### src/rtl/imm_pkg.sv
// imm_pkg: loader state type and reset-default immediates shared by immediate_table
package imm_pkg;
  typedef enum logic {IDLE, LOAD} imm_state_e;
  localparam int IMM_NDEF = 6;
  localparam logic [7:0] IMM_DEF [IMM_NDEF] = '{8'd0, 8'd1, 8'd29, 8'd128, 8'd59, 8'd4};
  function automatic logic [7:0] imm_default(int i);
    imm_default = 8'd0;
    for (int k = 0; k < IMM_NDEF; k++) if (i == k) imm_default = IMM_DEF[k];
  endfunction
endpackage

### src/rtl/imm_loader.sv
// imm_loader: bulk-load FSM; streams load beats into consecutive table entries
module imm_loader
  import imm_pkg::*;
#(
  parameter int WIDTH = 8,
  parameter int DEPTH = 8
) (
  input  logic                       clk,
  input  logic                       rst_n,
  input  logic                       start_i,
  input  logic                       valid_i,
  input  logic [WIDTH-1:0]           data_i,
  output logic                       ready_o,
  output logic                       done_o,
  output logic                       we_o,
  output logic [$clog2(DEPTH)-1:0]   idx_o,
  output logic [WIDTH-1:0]           data_o
);
  localparam int IW = $clog2(DEPTH);
  localparam logic [IW-1:0] LAST = IW'(DEPTH - 1);
  imm_state_e state_q, state_d;
  logic [IW-1:0] ptr_q, ptr_d;
  logic done_q, done_d;
  logic hs, last;
  always_ff @(posedge clk or negedge rst_n)
    if (!rst_n) begin
      state_q <= IDLE;
      ptr_q   <= '0;
      done_q  <= 1'b0;
    end else begin
      state_q <= state_d;
      ptr_q   <= ptr_d;
      done_q  <= done_d;
    end
  assign hs   = (state_q == LOAD) && valid_i;
  assign last = ptr_q == LAST;
  always_comb begin
    state_d = state_q;
    ptr_d   = ptr_q;
    done_d  = 1'b0;
    if (state_q == IDLE) begin
      state_d = start_i ? LOAD : IDLE;
      ptr_d   = start_i ? '0 : ptr_q;
    end else if (hs) begin
      state_d = last ? IDLE : LOAD;
      ptr_d   = last ? '0 : ptr_q + 1'b1;
      done_d  = last;
    end
  end
  assign ready_o = state_q == LOAD;
  assign done_o  = done_q;
  assign we_o    = hs;
  assign idx_o   = ptr_q;
  assign data_o  = data_i;
endmodule

### src/rtl/immediate_table.sv
// immediate_table: register-file immediate table with write-first reads and bulk reload.
// Optional IMM_TABLE_PARITY_EN adds per-entry even parity, rd_perr and inject_perr.
module immediate_table
  import imm_pkg::*;
#(
  parameter int WIDTH = 8,
  parameter int DEPTH = 8
) (
  input  logic                     clk,
  input  logic                     rst_n,
  input  logic                     rd_req,
  input  logic [$clog2(DEPTH)-1:0] rd_idx,
  output logic [WIDTH-1:0]         rd_data,
  output logic                     rd_valid,
  output logic                     rd_err,
  input  logic                     wr_en,
  input  logic [$clog2(DEPTH)-1:0] wr_idx,
  input  logic [WIDTH-1:0]         wr_data,
  input  logic                     load_start,
  input  logic                     load_valid,
  input  logic [WIDTH-1:0]         load_data,
  output logic                     load_ready,
  output logic                     load_done
`ifdef IMM_TABLE_PARITY_EN
  ,
  input  logic                     inject_perr,
  output logic                     rd_perr
`endif
);
  localparam int IW = $clog2(DEPTH);
  logic [WIDTH-1:0] mem_q [DEPTH];
  logic loading, ld_we, we, rd_ok, byp;
  logic [IW-1:0] ld_idx, w_idx;
  logic [WIDTH-1:0] ld_data, w_data, rd_word;
  logic [WIDTH-1:0] rd_data_q;
  logic rd_valid_q, rd_err_q;
  imm_loader #(.WIDTH(WIDTH), .DEPTH(DEPTH)) u_loader (
    .clk     (clk),
    .rst_n   (rst_n),
    .start_i (load_start),
    .valid_i (load_valid),
    .data_i  (load_data),
    .ready_o (loading),
    .done_o  (load_done),
    .we_o    (ld_we),
    .idx_o   (ld_idx),
    .data_o  (ld_data)
  );
  // The loader owns the write port for the whole LOAD state
  assign we      = loading ? ld_we : wr_en && (int'(wr_idx) < DEPTH);
  assign w_idx   = loading ? ld_idx : wr_idx;
  assign w_data  = loading ? ld_data : wr_data;
  assign rd_ok   = int'(rd_idx) < DEPTH;
  assign byp     = we && (w_idx == rd_idx);
  assign rd_word = byp ? w_data : mem_q[rd_idx];
  always_ff @(posedge clk or negedge rst_n)
    if (!rst_n) begin
      for (int e = 0; e < DEPTH; e++) mem_q[e] <= WIDTH'(imm_default(e));
    end else if (we) begin
      mem_q[w_idx] <= w_data;
    end
  always_ff @(posedge clk or negedge rst_n)
    if (!rst_n) begin
      rd_valid_q <= 1'b0;
      rd_err_q   <= 1'b0;
      rd_data_q  <= '0;
    end else begin
      rd_valid_q <= rd_req;
      rd_err_q   <= rd_req && !rd_ok;
      if (rd_req) rd_data_q <= rd_ok ? rd_word : '0;
    end
  assign rd_data    = rd_data_q;
  assign rd_valid   = rd_valid_q;
  assign rd_err     = rd_err_q;
  assign load_ready = loading;
`ifdef IMM_TABLE_PARITY_EN
  logic par_q [DEPTH];
  logic w_par, rd_par, rd_perr_q;
  assign w_par  = (^w_data) ^ inject_perr;
  assign rd_par = byp ? w_par : par_q[rd_idx];
  always_ff @(posedge clk or negedge rst_n)
    if (!rst_n) begin
      for (int e = 0; e < DEPTH; e++) par_q[e] <= ^(WIDTH'(imm_default(e)));
      rd_perr_q <= 1'b0;
    end else begin
      if (we) par_q[w_idx] <= w_par;
      rd_perr_q <= rd_req && rd_ok && ((^rd_word) != rd_par);
    end
  assign rd_perr = rd_perr_q;
`endif
endmodule

### config.mk
export PLATFORM = sky130hd
export DESIGN_NAME = immediate_table
export DESIGN_NICKNAME = d
export VERILOG_FILES = /design/src/rtl/imm_pkg.sv /design/src/rtl/imm_loader.sv /design/src/rtl/immediate_table.sv
export SDC_FILE = /design/constraint.sdc
export NUM_CORES = 1
export LEC_CHECK = 0
export ABC_CLOCK_PERIOD_IN_PS = 3600
export BUFFER_PORTS_ARGS = -buffer_cell sky130_fd_sc_hd__buf_2
export CAP_MARGIN = 20
export CORE_MARGIN = 2
export CORE_UTILIZATION = 63
export DETAILED_ROUTE_END_ITERATION = 16
export GPL_TIMING_DRIVEN = 1
export HOLD_SLACK_MARGIN = 0.06
export PLACE_DENSITY = 0.82
export SLEW_MARGIN = 20
export SYNTH_ARGS = -nofsm -noshare
export SYNTH_HDL_FRONTEND = slang
export SYNTH_SLANG_ARGS = --single-unit
### constraint.sdc
create_clock -name clk -period 3.6 [get_ports clk]
set_input_delay 0.72 -clock clk [delete_from_list [all_inputs] [get_ports clk]]
set_output_delay 0.72 -clock clk [all_outputs]
set_load 0.01 [all_outputs]
Yosys cells after proc, flatten, opt, wreduce, memory -nomap -nowiden
Index checks and enable logic that the tools add are counted.
{"block": "op_classes", "add_sub_neg": 1, "n_lt_le_gt_ge": 3, "eq_ne": 3, "mux": 20, "n_bitwise": 2, "reduce_logical": 5}
{"operator": "bitwise mux 64 bit", "n": 1}
{"operator": "2-to-1 mux 8 bit", "n": 5}
{"operator": "binary-select mux 8 bit (select 3 bit)", "n": 1}
{"operator": "demux 8 bit (select 3 bit)", "n": 1}
{"operator": "2-to-1 mux 3 bit", "n": 5}
{"operator": ">= comparator 4 bit (second input constant)", "n": 2}
{"operator": "NOT 3 -> 4 bit", "n": 2}
{"operator": "2-to-1 mux 1 bit", "n": 7}
{"operator": "less-than comparator 4 x 1 -> 1 bit (second input constant)", "n": 1}
{"operator": "adder 3 x 1 -> 3 bit (second input constant)", "n": 1}
{"operator": "equality test 3 bit", "n": 1}
{"operator": "equality test 3 bit (second input constant)", "n": 1}
{"operator": "logical AND 1 bit", "n": 3}
{"operator": "inequality test 2 bit (second input constant)", "n": 1}
{"operator": "AND reduction 2 bit", "n": 1}
{"operator": "nonzero test 2 bit", "n": 1}
{"block": "word_totals", "ff_bits": 78, "in_bits": 28, "output_inout_bits": 12}

Longest topological paths before layout
Gate-level depths: netlist of run 1.
{"block": "depth", "ltp_word": 7, "ltp_mapped": 7, "depth_no_buf": 6}

Modules after synthesis
A second synthesis of run 1 with hierarchy kept.
{"block": "hier_totals", "cells_unflattened": 321, "hier_area_um2": 3857.4}
{"module": "immediate_table", "instances": 1, "cells_per_inst": 295, "area_per_inst_um2": 3552.2}
{"module": "imm_loader", "instances": 1, "cells_per_inst": 26, "area_per_inst_um2": 305.3}

Least setup slack after synthesis of run 1
No wires, ideal clock.
{"block": "synth_path", "path_type": "in2reg", "startpoint": "in rd_idx[1]", "endpoint": "reg rd_data_q[3] (netlist: rd_data[3])", "setup_time_ns": 0.150, "arrival_ns": 1.919, "path_slack_ns": 1.531, "cell_stages": 5, "path_buffers": 2, "cell_sequence": "buf_2 buf_4 mux4_2 mux2i_1 o221ai_1"}
{"block": "synth_via", "elab_chain_len": 5, "elab_cells_between_ends": 7}
{"element": "start: declaration", "line": "immediate_table.sv:12", "source": "input logic [$clog2(DEPTH)-1:0] rd_idx,"}
{"element": "NOT 3 -> 4 bit (not written as such)", "line": "immediate_table.sv:55", "source": "assign rd_word = byp ? w_data : mem_q[rd_idx];"}
{"element": "binary-select mux 8 bit (select 3 bit)", "line": "immediate_table.sv:55"}
{"element": "2-to-1 mux 8 bit (not written as such) (2 in a row)", "line": "immediate_table.sv:55"}
{"element": "2-to-1 mux 8 bit *", "line": "immediate_table.sv:55"}
{"element": "end signal: assignment", "line": "immediate_table.sv:70", "source": "if (rd_req) rd_data_q <= rd_ok ? rd_word : '0;"}
{"element": "end: declaration", "line": "immediate_table.sv:35", "source": "logic [WIDTH-1:0] rd_data_q;"}
Every way passes the cells marked *; elsewhere a longest branch is shown, timed or not. The select of a mux whose other input is x is not followed.
A chain may end at the register's enable or synchronous reset.

Final worst setup path of run 1
{"block": "layout_path", "startpoint": "reg u_loader.state_q (netlist: u_loader.ready_o)", "endpoint": "out load_ready"}
{"element": "start: declaration", "line": "imm_loader.sv:21", "source": "imm_state_e state_q, state_d;"}
{"element": "start signal: assignment", "line": "imm_loader.sv:31", "source": "state_q <= state_d;"}
{"element": "end: declaration", "line": "immediate_table.sv:22", "source": "output logic load_ready,"}
No word-level cell between the ends.

==> metrics.txt, run 1 <==
die area 0.00663 sq mm; Slew Limit Fails 0; commonest non-fill, non-tap cell in the layout dfrtp_1; crit end category output pin; synth-to-layout area growth 9.37%; Achievable Freq slightly above 0.4 GHz; port bufs 38; clock buffer count from CTS 9; core area a little under 0.006 sq mm; post-synthesis register bit count roughly 80; Worst VDD drop between 0.4 and 0.5 mV; Placed Area 0.00395 sq mm; dpl hpwl slightly above 5000 um; highest net fanout along the worst path 17; PwrDens roughly 840 mW/mm^2; Vias/cell approximately 6.0; worst path required time approximately 2900 ps; fin crit share 0.689; Tightest Pin Transition about 960 ps; post-layout util 0.706; CTS tree built; Initial Util 0.646; clk buf depth 2; final RePlAce weighted congestion 0.787; RSZ-0062 raised after global routing false; vias in the first global route 2507; nets 380; CTS sink count between 70 and 80; share of cells above drive strength 1 0.296; die width 81.4 um; H-tree depth 3; Worst R2R Start u_loader.ready_o; DR iter-0 viols 167; Setup-failing EPs final 0; diode count 0; Overall Power approximately 3.5 mW; FILL cells approximately 430; Fin Setup TNS 0 ps; YS warnings 0; Fin Hold WS about 470 ps; FP Rows 28; CTS Hold Bufs 0; drt pass-1 iters 4; total grt overflow 0; min Tclk post-route about 2500 ps; Crit Reg-Reg Endpoint mem_q[53]; hold endpoint mem_q[43]; commonest cells after routing, fill and taps aside dfrtp_1 (66), nor2_1 (51), a21oi_1 (44); post-synthesis cell type count 39; Worst Path Arrival between 1500 and 2000 ps; Max Cap Violations 0; remaining antenna violation count after routing 0; Worst R2R Path Depth 4; multi-input logic area about 0.0017 sq mm; io pins 40; Root Buffer clkbuf_8; global router's overall resource usage 0.272; largest net degree at the start of global routing around 80; final hold vios 0; Crit Path Category register to output pin; register area share after synthesis 0.521; reg2reg setup slack between 1000 and 1500 ps; Reg clk slew, reported paths 90 ps; status completed; routed wire length 8180 um; Post-CTS Setup Inserts 0; worst hold stages 2; Min-Delay Path Class register to register; clock latency on the worst-skew pair 360 ps; synthesized area about 0.0038 sq mm; drt wl/cell 19.0 um; Syn Nets around 350; Worst slew margin 0.363; final instance area just over 0.004 sq mm; CP startpoint kind register; Residual DRC 0; routed via count ~2600; cells after synthesis ~320; Gates resized, CTS repair 0; register area 0.00197 sq mm; global-route wire length before repair about 13000 um; Hold Startpoint mem_q[43]; initial antenna violation count 0; Die H 81.4 um; Avg Inst Size Synth 11.9 sq um; clock skew approximately 13 ps; Leakage 1.78 nW
[registers in the layout, indices dropped and copies added, names as in the netlist]
signal	count
u_loader.ready_o	1
rd_data	8
mem_q	64
u_loader.idx_o	3
u_loader.done_o	1
rd_valid	1
[through the flow]
step	setup slack (ps)	instances
global placement	1300	414
CTS	1110	430
floorplan	1530	318
global route	1040	430
finish	1120	430
detailed placement	1180	414
[Yosys cell counts (all sizes together)]
library cell,n,area share
ha,2,0.0066
nand2,26,0.026
inv,3,0.0030
xor2,3,0.0070
a31o,1,0.0023
mux2,4,0.013
dfrtp,66,0.44
o221ai,8,0.019
nand3b,3,0.0093
nor2,51,0.051
mux2i,19,0.059
o21ai,18,0.024
and3,1,0.0017
clkbuf,4,0.0040
xnor2,1,0.0023
or3b,1,0.0030
and3b,1,0.0023
nand4,1,0.0017
mux4,16,0.095
nor3b,1,0.0020
a22o,2,0.0046
dfstp,12,0.083
o32ai,1,0.0023
a211oi,6,0.032
nand3,1,0.0046
nand2b,1,0.0017
a21oi,48,0.068
buf,14,0.028
o211ai,2,0.0066
conb,1,0.00099
[final cells by class]
| class | instances | area share |
|---|---|---|
| flip-flops and latches | 78 | 0.476 |
| inverters | 3 | 0.00273 |
| clock inverters | 7 | 0.0136 |
| multi-input cells | 219 | 0.406 |
| repair buffers | 39 | 0.0485 |
| well taps | 75 | 0.0227 |
| clock buffers | 9 | 0.0300 |
[worst max-delay path by stage]
| stage | from | end | slack [ps] |
|---|---|---|---|
| 3_5_place_dp | rd_idx[2] | rd_data[4] | 1180 |
| 6_report | u_loader.ready_o | load_ready | 1120 |
| 4_1_cts | u_loader.ready_o | load_ready | 1110 |
| 3_3_place_gp | u_loader.ready_o | rd_data[3] | 1300 |
| 5_1_grt | u_loader.ready_o | load_ready | 1040 |
| 2_1_floorplan | rd_idx[1] | rd_data[3] | 1530 |
[routing by layer]
layer	part of all wire	vias to the layer above	global-route usage
li1	-	1204	-
met1	0.43	1264	0.398
met2	0.49	89	0.416
met3	0.071	9	0.0440
met4	0.012	0	0.102
met5	0	-	0
[cell families after synthesis]
group                    count (synthesis)  share of synthesized area
AO/OA/AOI/OAI                           86                      0.158
XOR/XNOR                                 4                    0.00928
adder cells (fa/ha/maj)                  2                    0.00662
buffers and inverters                   21                     0.0348
flip-flops                              78                      0.521
multiplexers                            39                      0.167
other                                    1                   0.000993
AND/OR/NAND/NOR                         87                      0.103
[worst max-delay path, cell delays in order, from the launching register on]
cell and delay (ps):
dfrtp_1 880, buf_4 350, buf_2 170
[where the power goes]
part / switching, mW / internal, mW
combinational: 0.686 / 0.580
clock: 0.349 / 0.257
sequential: 0.277 / 1.34
Power figures use the tool's default switching activity.
==> run 2, diff against run 1 <==
ABC_AREA = 1   (was not set)
ABC_CLOCK_PERIOD_IN_PS = 2400   (was 3600)
CORE_UTILIZATION = 59   (was 63)
PLACE_DENSITY = 0.76   (was 0.82)
clock period = 2.4 ns   (was 3.6 ns; I/O delays follow)
==> run 2 against run 1 <==
Net effect:
- wire length grew 19%
- first-iteration DRC count grew 51%
- critical endpoint is now mem_q[50]
- core utilization shrank 3.1 points
- non-clock buffer count grew 5
- clock skew shrank 3.4 ps
- synthesized area grew 11%
- hold slack lost 410 ps
- final cell count grew 46%
- worst setup slack lost 690 ps
- die area grew 18%
==> metrics.txt, run 2 <==
status completed; core area around 0.0068 sq mm; FP Rows 30; Root Buffer clkbuf_8; critical path cell sequence buf_4, nand2_4, nand2_2, inv_2, nor2_2, nand2_2, nand2_1, o21ai_2; Slew Limit Fails 0; routed via count between 3000 and 4000; post-synthesis cell type count 24; share of synthesized area spent on multiplexers 0.0429; io pins 40; Post-synth top cells nand2_1 (214), dfrtp_1 (66), nand3_1 (56); CTS Hold Bufs 0; clock latency on the worst-skew pair between 300 and 400 ps; diode count 0; max reg flops 64; total grt overflow 0; Worst Path Arrival 2210 ps; Post-synth EDFFs 0; Leakage approximately 2.3 nW; CTS tree built; drt pass-1 iters 5; CP startpoint kind register; H-tree depth 3; RSZ-0062 raised after global routing false; Worst slew margin 0.645; final RePlAce weighted congestion 0.855; Slowest cell on crit path dfrtp_1; cells after synthesis slightly below 500; Gates resized, CTS repair 0; Post-synth ARST share 1.00; Critical Path Max Stage Delay roughly 660 ps; Avg Inst Size Synth 8.48 sq um; Min-Delay Path Class input pin to asynchronous set/reset pin; clock buffer count from CTS 9; Setup-failing EPs final 0; DR iter-0 viols approximately 250; PwrDens between 1000 and 1500 mW/mm^2; routed wire length a little under 10000 um; Synth Area in XOR/XNOR 0; global-route wire length before repair between 15000 and 20000 um; most numerous cell in the Yosys netlist nand2_1; Residual DRC 0; Reg clk slew, reported paths around 90 ps; worst path required time between 2000 and 3000 ps; vias in the first global route approximately 3300; Vias/cell 5.51; clock skew roughly 9.2 ps; highest net fanout along the worst path 16; nets approximately 560; Worst VDD drop ~0.74 mV; Synth Area in Compound Gates 0.115; initial antenna violation count 0; Max Cap Violations 0; Worst R2R Path Depth 8; synth-to-layout area growth 9.96%; die area roughly 0.008 sq mm; final hold vios 0; Crit Reg-Reg Endpoint mem_q[50]; post-synthesis register bit count 78; Die H between 80 and 90 um; cell mode on critical path nand2_2; most flop-heavy register mem_q; drt wl/cell between 15 and 20 um; Initial Util 0.614; crit end category register; Syn Nets between 500 and 600; min Tclk post-route about 2000 ps; CTS sink count 78; ys flop type dfrtp_1; share of cells above drive strength 1 0.276; largest family of logic cells by synthesized area simple AND/OR/NAND/NOR gates; global router's overall resource usage 0.276; die width 88.4 um; clk buf depth 2; synthesized area ~0.0042 sq mm; placed cells 612; Synth area leaders dfrtp_1 (39%), nand2_1 (19%), o21ai_2 (7.9%), dfstp_2 (7.5%), nand3_1 (6.7%); share of the synthesized area in the top cell type 0.393; dpl hpwl between 6000 and 7000 um; adder-cell share of the synthesized area 0.00596; Non-Filler Instances roughly 630; register area share after synthesis 0.469; largest net degree at the start of global routing 47; cell taking the most area after synthesis dfrtp_1; Tightest Pin Transition 521 ps; Post-CTS Setup Inserts 0; Crit Path Category register to register; fin crit share 0.823; Achievable Freq between 0.5 and 0.6 GHz; simple-gate share of the synthesized area 0.304; remaining antenna violation count after routing 0; commonest non-fill, non-tap cell in the layout nand2_1; Worst R2R Start u_loader.ready_o; port bufs 38; reg2reg setup slack between 400 and 500 ps; Fin Setup TNS 0 ps; commonest cells after routing, fill and taps aside nand2_1 (214), dfrtp_1 (66), nand3_1 (56); FILL cells ~560; YS warnings 0
## run 2: worst max-delay path, delay by kind of cell (launching register included)
family,cells,cell delay (ps)
AOI/OAI and AO/OA,1,60
buffers and inverters,2,330
DFF,1,660
and+or+nand+nor,5,800
## run 2: metrics by stage
stage	power (mW)	hold slack (ps)	worst slack [ps]	utilization	cell area (sq um)
finish	5.35	56.0	424	0.676	4620
global route	5.73	79.4	269	0.676	4620
CTS	5.34	73.5	421	0.676	4620
detailed placement	4.20	454	450	0.642	4390
global placement	4.13	456	488	0.642	4390
floorplan	3.79	184	884	-	4200
## run 2: area by class of cell
| class | instances | area (sq um) | share of cell area |
|---|---|---|---|
| Clock buffer | 10 | 138 | 0.0298 |
| Clock inverter | 6 | 92.6 | 0.0201 |
| Sequential cell | 78 | 1970 | 0.426 |
| Inverter | 19 | 78.8 | 0.0171 |
| Multi-Input combinational cell | 375 | 1970 | 0.427 |
| Tap cell | 96 | 120 | 0.0260 |
| Timing Repair Buffer | 44 | 250 | 0.0542 |
## run 2: report_power, final
group | total, mW | switching [mW] | internal (mW)
clock | 1.14 | 0.522 | 0.622
combinational | 1.98 | 1.24 | 0.733
sequential | 2.23 | 0.302 | 1.93
## run 2: cells by family (layout without fill, tap and decap cells)
| logic type | after synthesis | count (layout) |
|---|---|---|
| simple gates | 296 | 296 |
| flops | 78 | 78 |
| compound gates | 68 | 68 |
| buf+inv | 42 | 79 |
| mux | 8 | 8 |
| fa+ha+maj | 2 | 2 |
| other cells | 1 | 1 |
## run 2: worst max path at each step
stage                           startpoint          to  depth (start not counted)
after floorplan           u_loader.ready_o  rd_data[1]                          6
after global placement    u_loader.ready_o  rd_data[4]                          5
after detailed placement  u_loader.ready_o  rd_data[7]                          5
after CTS                 u_loader.ready_o  rd_data[7]                          5
after global routing      u_loader.ready_o  rd_data[7]                          5
final                     u_loader.ready_o   mem_q[50]                          8
## run 2: routing by layer
metal	part of all wire	up-vias	global-route usage	routed length [um]
met5	0	-	0	0
met4	0.033	0	0.134	318
met3	0.069	21	0.0485	671
met2	0.46	148	0.414	4440
met1	0.44	1630	0.390	4310
li1	-	1662	-	-
